===== config.mk =====
export PLATFORM = sky130hd
export DESIGN_NAME = commit_retire_unit
export DESIGN_NICKNAME = d
export VERILOG_FILES = /design/src/rtl/ariane_pkg.sv /design/src/rtl/commit_csr_timer.sv /design/src/rtl/commit_retire_unit.sv
export SDC_FILE = /design/constraint.sdc
export NUM_CORES = 1
export LEC_CHECK = 0
export ABC_AREA = 1
export BUFFER_PORTS_ARGS = -buffer_cell sky130_fd_sc_hd__buf_2
export CAP_MARGIN = 20
export CORE_AREA = 2 2 290 292
export CTS_BUF_LIST = sky130_fd_sc_hd__clkbuf_4
export DETAILED_ROUTE_END_ITERATION = 8
export DIE_AREA = 0 0 292 294
export GPL_TIMING_DRIVEN = 0
export SLEW_MARGIN = 25
export SYNTH_ARGS = -nofsm -noshare
export SYNTH_HDL_FRONTEND = slang
export SYNTH_SLANG_ARGS = --single-unit
export TNS_END_PERCENT = 1

===== constraint.sdc =====
create_clock -name clk_i -period 9.95 [get_ports clk_i]
set_clock_uncertainty 0.1 [all_clocks]
set_input_delay 0.995 -clock clk_i [delete_from_list [all_inputs] [get_ports clk_i]]
set_output_delay 0.995 -clock clk_i [all_outputs]
set_load 0.01 [all_outputs]

===== src/rtl/ariane_pkg.sv =====
// Shared types for the commit stage: scoreboard entry layout, functional-unit
// and operation encodings, exception causes and the commit FSM state.
package ariane_pkg;

  localparam int unsigned XLEN = 64;
  localparam int unsigned VLEN = 64;
  localparam int unsigned CSR_TIMEOUT_DEFAULT = 16;

  localparam logic [XLEN-1:0] INSTR_ADDR_MISALIGNED = 64'd0;
  localparam logic [XLEN-1:0] ILLEGAL_INSTR         = 64'd2;
  localparam logic [XLEN-1:0] LD_ACCESS_FAULT       = 64'd5;
  localparam logic [XLEN-1:0] ST_ACCESS_FAULT       = 64'd7;

  typedef enum logic [1:0] {
    IDLE,
    STORE_WAIT,
    CSR_WAIT,
    EXC
  } commit_state_e;

  typedef enum logic [3:0] {
    NONE,
    LOAD,
    STORE,
    ALU,
    CTRL_FLOW,
    MULT,
    CSR,
    FPU
  } fu_t;

  typedef enum logic [7:0] {
    ADD,
    SUB,
    ANDL,
    ORL,
    XORL,
    LD,
    SD,
    FLD,
    FSD,
    FADD,
    FMUL,
    FMV_F2X,
    FMV_X2F,
    CSR_WRITE,
    CSR_READ,
    CSR_SET,
    CSR_CLEAR
  } fu_op;

  typedef struct packed {
    logic [XLEN-1:0] cause;
    logic [XLEN-1:0] tval;
    logic            valid;
  } exception_t;

  typedef struct packed {
    logic [VLEN-1:0] pc;
    fu_t             fu;
    fu_op            op;
    logic [4:0]      rd;
    logic [XLEN-1:0] result;
    logic            valid;
    exception_t      ex;
  } scoreboard_entry_t;

  // Operations whose destination lives in the floating-point register file.
  function automatic logic is_rd_fpr(input fu_op op);
    case (op)
      FLD, FADD, FMUL, FMV_X2F: return 1'b1;
      default:                  return 1'b0;
    endcase
  endfunction

endpackage


===== src/rtl/commit_csr_timer.sv =====
// Loadable down-counter that saturates at zero; expired_o flags a zero count.
module commit_csr_timer
  import ariane_pkg::*;
#(
  parameter int unsigned WIDTH = 5
) (
  input  logic             clk_i,
  input  logic             rst_i,
  input  logic             load_i,
  input  logic [WIDTH-1:0] load_val_i,
  input  logic             en_i,
  output logic             expired_o
);

  logic [WIDTH-1:0] count_q, count_d;

  always_comb begin
    count_d = count_q;
    if (load_i) begin
      count_d = load_val_i;
    end else if (en_i && (count_q != '0)) begin
      count_d = count_q - WIDTH'(1);
    end
  end

  always_ff @(posedge clk_i or posedge rst_i) begin
    if (rst_i) begin
      count_q <= '0;
    end else begin
      count_q <= count_d;
    end
  end

  assign expired_o = (count_q == '0);

endmodule


===== src/rtl/commit_retire_unit.sv =====
// Single-port commit stage: retires the scoreboard head via regfile write,
// store release, CSR handshake or exception raise with flush request.
module commit_retire_unit
  import ariane_pkg::*;
#(
  parameter int unsigned INSTRET_WIDTH = 64,
  parameter int unsigned CSR_TIMEOUT   = CSR_TIMEOUT_DEFAULT
) (
  input  logic                     clk_i,
  input  logic                     rst_i,
  input  logic                     halt_i,
  input  logic                     flush_i,
  input  scoreboard_entry_t        commit_instr_i,
  input  logic                     commit_instr_valid_i,
  output logic                     commit_ack_o,
  output logic [4:0]               waddr_o,
  output logic [XLEN-1:0]          wdata_o,
  output logic                     we_gpr_o,
  output logic                     we_fpr_o,
  output logic                     commit_lsu_o,
  input  logic                     commit_lsu_ready_i,
  output logic                     csr_op_valid_o,
  output fu_op                     csr_op_o,
  output logic [XLEN-1:0]          csr_wdata_o,
  input  logic                     csr_done_i,
  input  logic [XLEN-1:0]          csr_rdata_i,
  input  logic                     csr_exception_i,
  output logic                     exception_valid_o,
  output logic [XLEN-1:0]          exception_cause_o,
  output logic [XLEN-1:0]          exception_tval_o,
  output logic [VLEN-1:0]          exception_pc_o,
  output logic                     flush_req_o,
  output logic [INSTRET_WIDTH-1:0] instret_o
);

  localparam int unsigned      TIMER_W    = $clog2(CSR_TIMEOUT + 1);
  localparam logic [TIMER_W-1:0] TIMER_LOAD = TIMER_W'(CSR_TIMEOUT - 1);

  commit_state_e            state_q, state_d;
  logic [INSTRET_WIDTH-1:0] instret_q, instret_d;
  logic                     csr_op_valid_q, csr_op_valid_d;
  fu_op                     csr_op_q, csr_op_d;
  logic [XLEN-1:0]          csr_wdata_q, csr_wdata_d;

  logic            retireable;
  logic            timer_load, timer_en, timer_expired;
  logic            write_rd;
  logic [XLEN-1:0] write_data;
  logic            raise_exc;
  logic [XLEN-1:0] exc_cause, exc_tval;

  assign retireable = commit_instr_valid_i & commit_instr_i.valid;

  commit_csr_timer #(
    .WIDTH(TIMER_W)
  ) u_csr_timer (
    .clk_i      (clk_i),
    .rst_i      (rst_i),
    .load_i     (timer_load),
    .load_val_i (TIMER_LOAD),
    .en_i       (timer_en),
    .expired_o  (timer_expired)
  );

  // NOTE: every signal written here gets a default first so no path leaves
  // one unassigned; that is what keeps this block free of inferred latches.
  always_comb begin
    state_d           = state_q;
    instret_d         = instret_q;
    csr_op_valid_d    = 1'b0;
    csr_op_d          = csr_op_q;
    csr_wdata_d       = csr_wdata_q;
    timer_load        = 1'b0;
    timer_en          = 1'b0;
    write_rd          = 1'b0;
    write_data        = '0;
    raise_exc         = 1'b0;
    exc_cause         = '0;
    exc_tval          = '0;
    commit_ack_o      = 1'b0;
    waddr_o           = '0;
    wdata_o           = '0;
    we_gpr_o          = 1'b0;
    we_fpr_o          = 1'b0;
    commit_lsu_o      = 1'b0;
    exception_valid_o = 1'b0;
    exception_cause_o = '0;
    exception_tval_o  = '0;
    exception_pc_o    = '0;
    flush_req_o       = 1'b0;

    // Outputs are combinational, so they are held quiet while reset is high.
    if (!rst_i) begin
      if (flush_i) begin
        state_d = IDLE;
      end else begin
        unique case (state_q)
          IDLE: begin
            if (!halt_i && retireable) begin
              if (commit_instr_i.ex.valid) begin
                raise_exc = 1'b1;
                exc_cause = commit_instr_i.ex.cause;
                exc_tval  = commit_instr_i.ex.tval;
              end else if (commit_instr_i.fu == STORE) begin
                commit_lsu_o = 1'b1;
                if (commit_lsu_ready_i) commit_ack_o = 1'b1;
                else                    state_d      = STORE_WAIT;
              end else if (commit_instr_i.fu == CSR) begin
                csr_op_valid_d = 1'b1;
                csr_op_d       = commit_instr_i.op;
                csr_wdata_d    = commit_instr_i.result;
                timer_load     = 1'b1;
                state_d        = CSR_WAIT;
              end else begin
                commit_ack_o = 1'b1;
                write_rd     = 1'b1;
                write_data   = commit_instr_i.result;
              end
            end
          end
          STORE_WAIT: begin
            if (retireable) begin
              commit_lsu_o = 1'b1;
              if (commit_lsu_ready_i) begin
                commit_ack_o = 1'b1;
                state_d      = IDLE;
              end
            end
          end
          CSR_WAIT: begin
            if (retireable) begin
              if (csr_done_i && !csr_exception_i) begin
                commit_ack_o = 1'b1;
                write_rd     = 1'b1;
                write_data   = csr_rdata_i;
                state_d      = IDLE;
              end else if (csr_done_i || timer_expired) begin
                raise_exc = 1'b1;
                exc_cause = ILLEGAL_INSTR;
              end else begin
                timer_en = 1'b1;
              end
            end
          end
          EXC:     state_d = IDLE;
          default: state_d = IDLE;
        endcase
      end
    end

    if (raise_exc) begin
      exception_valid_o = 1'b1;
      exception_cause_o = exc_cause;
      exception_tval_o  = exc_tval;
      exception_pc_o    = commit_instr_i.pc;
      flush_req_o       = 1'b1;
      commit_ack_o      = 1'b1;
      state_d           = EXC;
    end else if (commit_ack_o) begin
      instret_d = instret_q + INSTRET_WIDTH'(1);
    end

    if (write_rd) begin
      waddr_o  = commit_instr_i.rd;
      wdata_o  = write_data;
      we_fpr_o = is_rd_fpr(commit_instr_i.op);
      we_gpr_o = !is_rd_fpr(commit_instr_i.op) && (commit_instr_i.rd != 5'd0);
    end
  end

  // NOTE: state registers use non-blocking assignments so every flop samples
  // the pre-edge value of the others, independent of statement order.
  always_ff @(posedge clk_i or posedge rst_i) begin
    if (rst_i) begin
      state_q        <= IDLE;
      instret_q      <= '0;
      csr_op_valid_q <= 1'b0;
      csr_op_q       <= ADD;
      csr_wdata_q    <= '0;
    end else begin
      state_q        <= state_d;
      instret_q      <= instret_d;
      csr_op_valid_q <= csr_op_valid_d;
      csr_op_q       <= csr_op_d;
      csr_wdata_q    <= csr_wdata_d;
    end
  end

  assign csr_op_valid_o = csr_op_valid_q & ~flush_i;
  assign csr_op_o       = csr_op_q;
  assign csr_wdata_o    = csr_wdata_q;
  assign instret_o      = instret_q;

endmodule

==> results.sh <==
export IMPL_die_x_um=292
export IMPL_synth_nets=1985
export IMPL_yosys_register_bits=144
export IMPL_nFillCells=9678
export IMPL_setup_viol=0
export IMPL_nNetsFinal=2755
export IMPL_fin_tns_setup_ns=0
export IMPL_ir_worst_vdd_mv=0.0815
export IMPL_synth_area_top_cells="dfrtp_1 (35%), nand2_1 (18%), nor2_1 (15%)"
export IMPL_critPathRequiredTime_ns=8.86
export IMPL_postRouteAntennaNets=0
export IMPL_worst_ep_arrival_time_ns=3.99
export IMPL_firstDrtPassIters=5
export IMPL_grt_usage_pct=17.1
export IMPL_worstSetupStartpointType="input pin"
export IMPL_place_inst=3466
export IMPL_fin_cells=3522
export IMPL_grt_overflow=0
export IMPL_clock_root_buffer="clkbuf_4"
export IMPL_vias_per_cell=3.93
export IMPL_die_h_um=294
export IMPL_max_cap_violations=0
export IMPL_initial_core_util_pct=12.4
export IMPL_max_freq_mhz=197
export IMPL_gp_congestion=0.957
export IMPL_cts_max_path_buffers=2
export IMPL_rows=106
export IMPL_ys_seq_area_share_pct=34.9
export IMPL_grt_pass1_wl_um=101000
export IMPL_cts_hold_buf=0
export IMPL_dp_worst_setup_slack_ns=4.78
export IMPL_avgSynthCellArea_sq_um=6.31
export IMPL_grt_pass1_vias=12700
export IMPL_post_route_period_util_pct=51.1
export IMPL_areaGrowthSynthToFinish_pct=53.3
export IMPL_post_route_util_pct=19.1
export IMPL_slew_headroom_pct=39.4
export IMPL_crit_fanout=10
export IMPL_antenna_found_initial=55
export IMPL_slew_viol_final=0
export IMPL_grt_max_degree=85
export IMPL_yosysTopAreaCell="dfrtp_1"
export IMPL_drt_met1_wl_um=33600
export IMPL_cpMaxStageDelayCell="clkbuf_1"
export IMPL_met2WireLength_um=31200
export IMPL_path_class="in2out"
export IMPL_crit_path_end_kind="primary output"
export IMPL_cts_sinks=144
export IMPL_routed_via_count=13800
export IMPL_worst_slew_pin_slew_ns=0.909
export IMPL_highest_layer="met5"
export IMPL_finalCriticalPeriod_ns=5.09
export IMPL_fin_ws_ns=4.86
export IMPL_rsz0062_at_grt="no"
export IMPL_syn_instance_count=1635
export IMPL_outcome="complete, no violations"
export IMPL_met3_length_um=9440
export IMPL_yosysWarnings=0
export IMPL_layout_commonest_cell="buf_2"
export IMPL_drtIter0Drc=1031
export IMPL_wl_um=76500
export IMPL_wl_per_cell_um=21.7
export IMPL_path_clk_slew_ns=0.16
export IMPL_synth_top_cell_area_share_pct=34.9
export IMPL_cellPowerDensity_nw_per_um2=88.6
export IMPL_dp_hpwl_um=66900
export IMPL_hold_violations=0
export IMPL_design_portCount=751
export IMPL_power_leakage_nw=9.52
export IMPL_cp_common_cell="nor2_1"
export IMPL_critPathMaxStageDelay_ns=0.73
export IMPL_path_buf_inv=5
export IMPL_layout_drive_gt1_share_pct=34.3
export IMPL_numCtsBuffers=17
export IMPL_final_cell_mix="buf_2 (783), nand2_1 (490), nor2_1 (420)"
export IMPL_syn_area_sq_um=10300
export IMPL_io_buffers=750
export IMPL_core_area_sq_um=82900
export IMPL_dieArea_sq_um=85800
export IMPL_hp_class="in2async"
export IMPL_timing_critical_path_cells="buf_2, nor2_1, inv_1, nor2_1, clkbuf_1, o21ai_2, clkbuf_1, nor2_1, buf_2"
export IMPL_cts_setup_buffers=0
export IMPL_cts_tree="done"
export IMPL_htreeDepth=4
export IMPL_cts_resized=0
export IMPL_crit_family="buffers and inverters"
export IMPL_clk_latency_ns=0.70
export IMPL_drc_errors=0
export IMPL_synth_distinct_cells=32
[worst paths after layout]
check                                          from              end  slack, ns  cells past startpoint
worst max-delay path                          rst_i      wdata_o[18]       4.86                      9
worst min-delay path                          rst_i     instret_o[0]       0.29                      2
worst max register to register         instret_o[0]    instret_o[60]       7.41                     10
worst min register to register          csr_op_o[1]      csr_op_o[1]       0.40                      2
max in group asynchronous                     rst_i  csr_wdata_o[51]       8.64                      3
min in group clk_i              commit_instr_i[159]  csr_wdata_o[29]       0.39                      3
[through the flow]
step / hold WS, ns / power [mW] / area (sq um)
global placement: 0.361 / 0.962 / 15400
finish: 0.294 / 1.40 / 15800
global route: 0.248 / 1.48 / 15800
CTS: 0.208 / 1.42 / 15800
floorplan: 0.352 / 0.786 / 10300
detailed placement: 0.366 / 0.967 / 15500
[where the power goes]
group	internal [mW]	switching (mW)
clock network	0.158	0.284
registers	0.612	0.0334
logic	0.119	0.196
total	0.888	0.514
[cells in the mapped netlist, drive strengths merged]
cell       n
o21ai     47
ha         3
xnor2     17
nand3b     9
a22oi     64
nand4      6
buf       41
a21oi      5
xor2       8
o2111ai    1
nand2    491
a21boi     1
mux2i     72
clkbuf    38
nand3     39
inv      217
nor2     423
nor4       2
a31oi      1
dfrtp    144
and2       1
o21bai     1
nor3       4
[cell type report]
type	count	area (sq um)	area share (%)
inverters	217	822	5.20
repair buffers	751	3780	23.9
plain buffers	79	364	2.30
clock inverters	15	173	1.09
flip-flops and latches	144	3600	22.8
diodes	24	60.1	0.380
multi-input cells	1195	5540	35.0
clock buffers	17	128	0.807
well taps	1080	1350	8.54
[cell families (layout without fill, tap and decap cells)]
kind of cell / after synthesis / count (layout) / synth area share, %
and+or+nand+nor: 975 / 975 / 36.7
buffers and inverters: 296 / 1079 / 11.4
DFF: 144 / 144 / 34.9
AOI/OAI and AO/OA: 120 / 120 / 7.51
muxes: 72 / 72 / 6.98
xor gates and xnor gates: 25 / 25 / 2.12
adders and majority gates: 3 / 3 / 0.364
other: 0 / 24 / 0
[layer usage]
metal | vias up | GRT usage (%)
met5 | - | 0
met4 | 26 | 5.72
met3 | 96 | 8.00
li1 | 6564 | -
met2 | 701 | 24.2
met1 | 6448 | 22.5
[registers in the layout, indices dropped and copies added (netlist names)]
name                 count
state_q                  2
csr_op_o                 8
csr_op_valid_q           1
csr_wdata_o             64
instret_o               64
u_csr_timer.count_q      5
[worst reg2reg max path, stage by stage (launching register included)]
cell and delay [ns]:
dfrtp_1 0.50, ha_1 0.29, inv_1 0.10, nor2_1 0.34
inv_1 0.12, nor2_1 0.34, nand2_1 0.27, o21ai_0 0.21
nand2_1 0.06, nand2_1 0.05, nand2_1 0.04
Power figures use the tool's default switching activity.
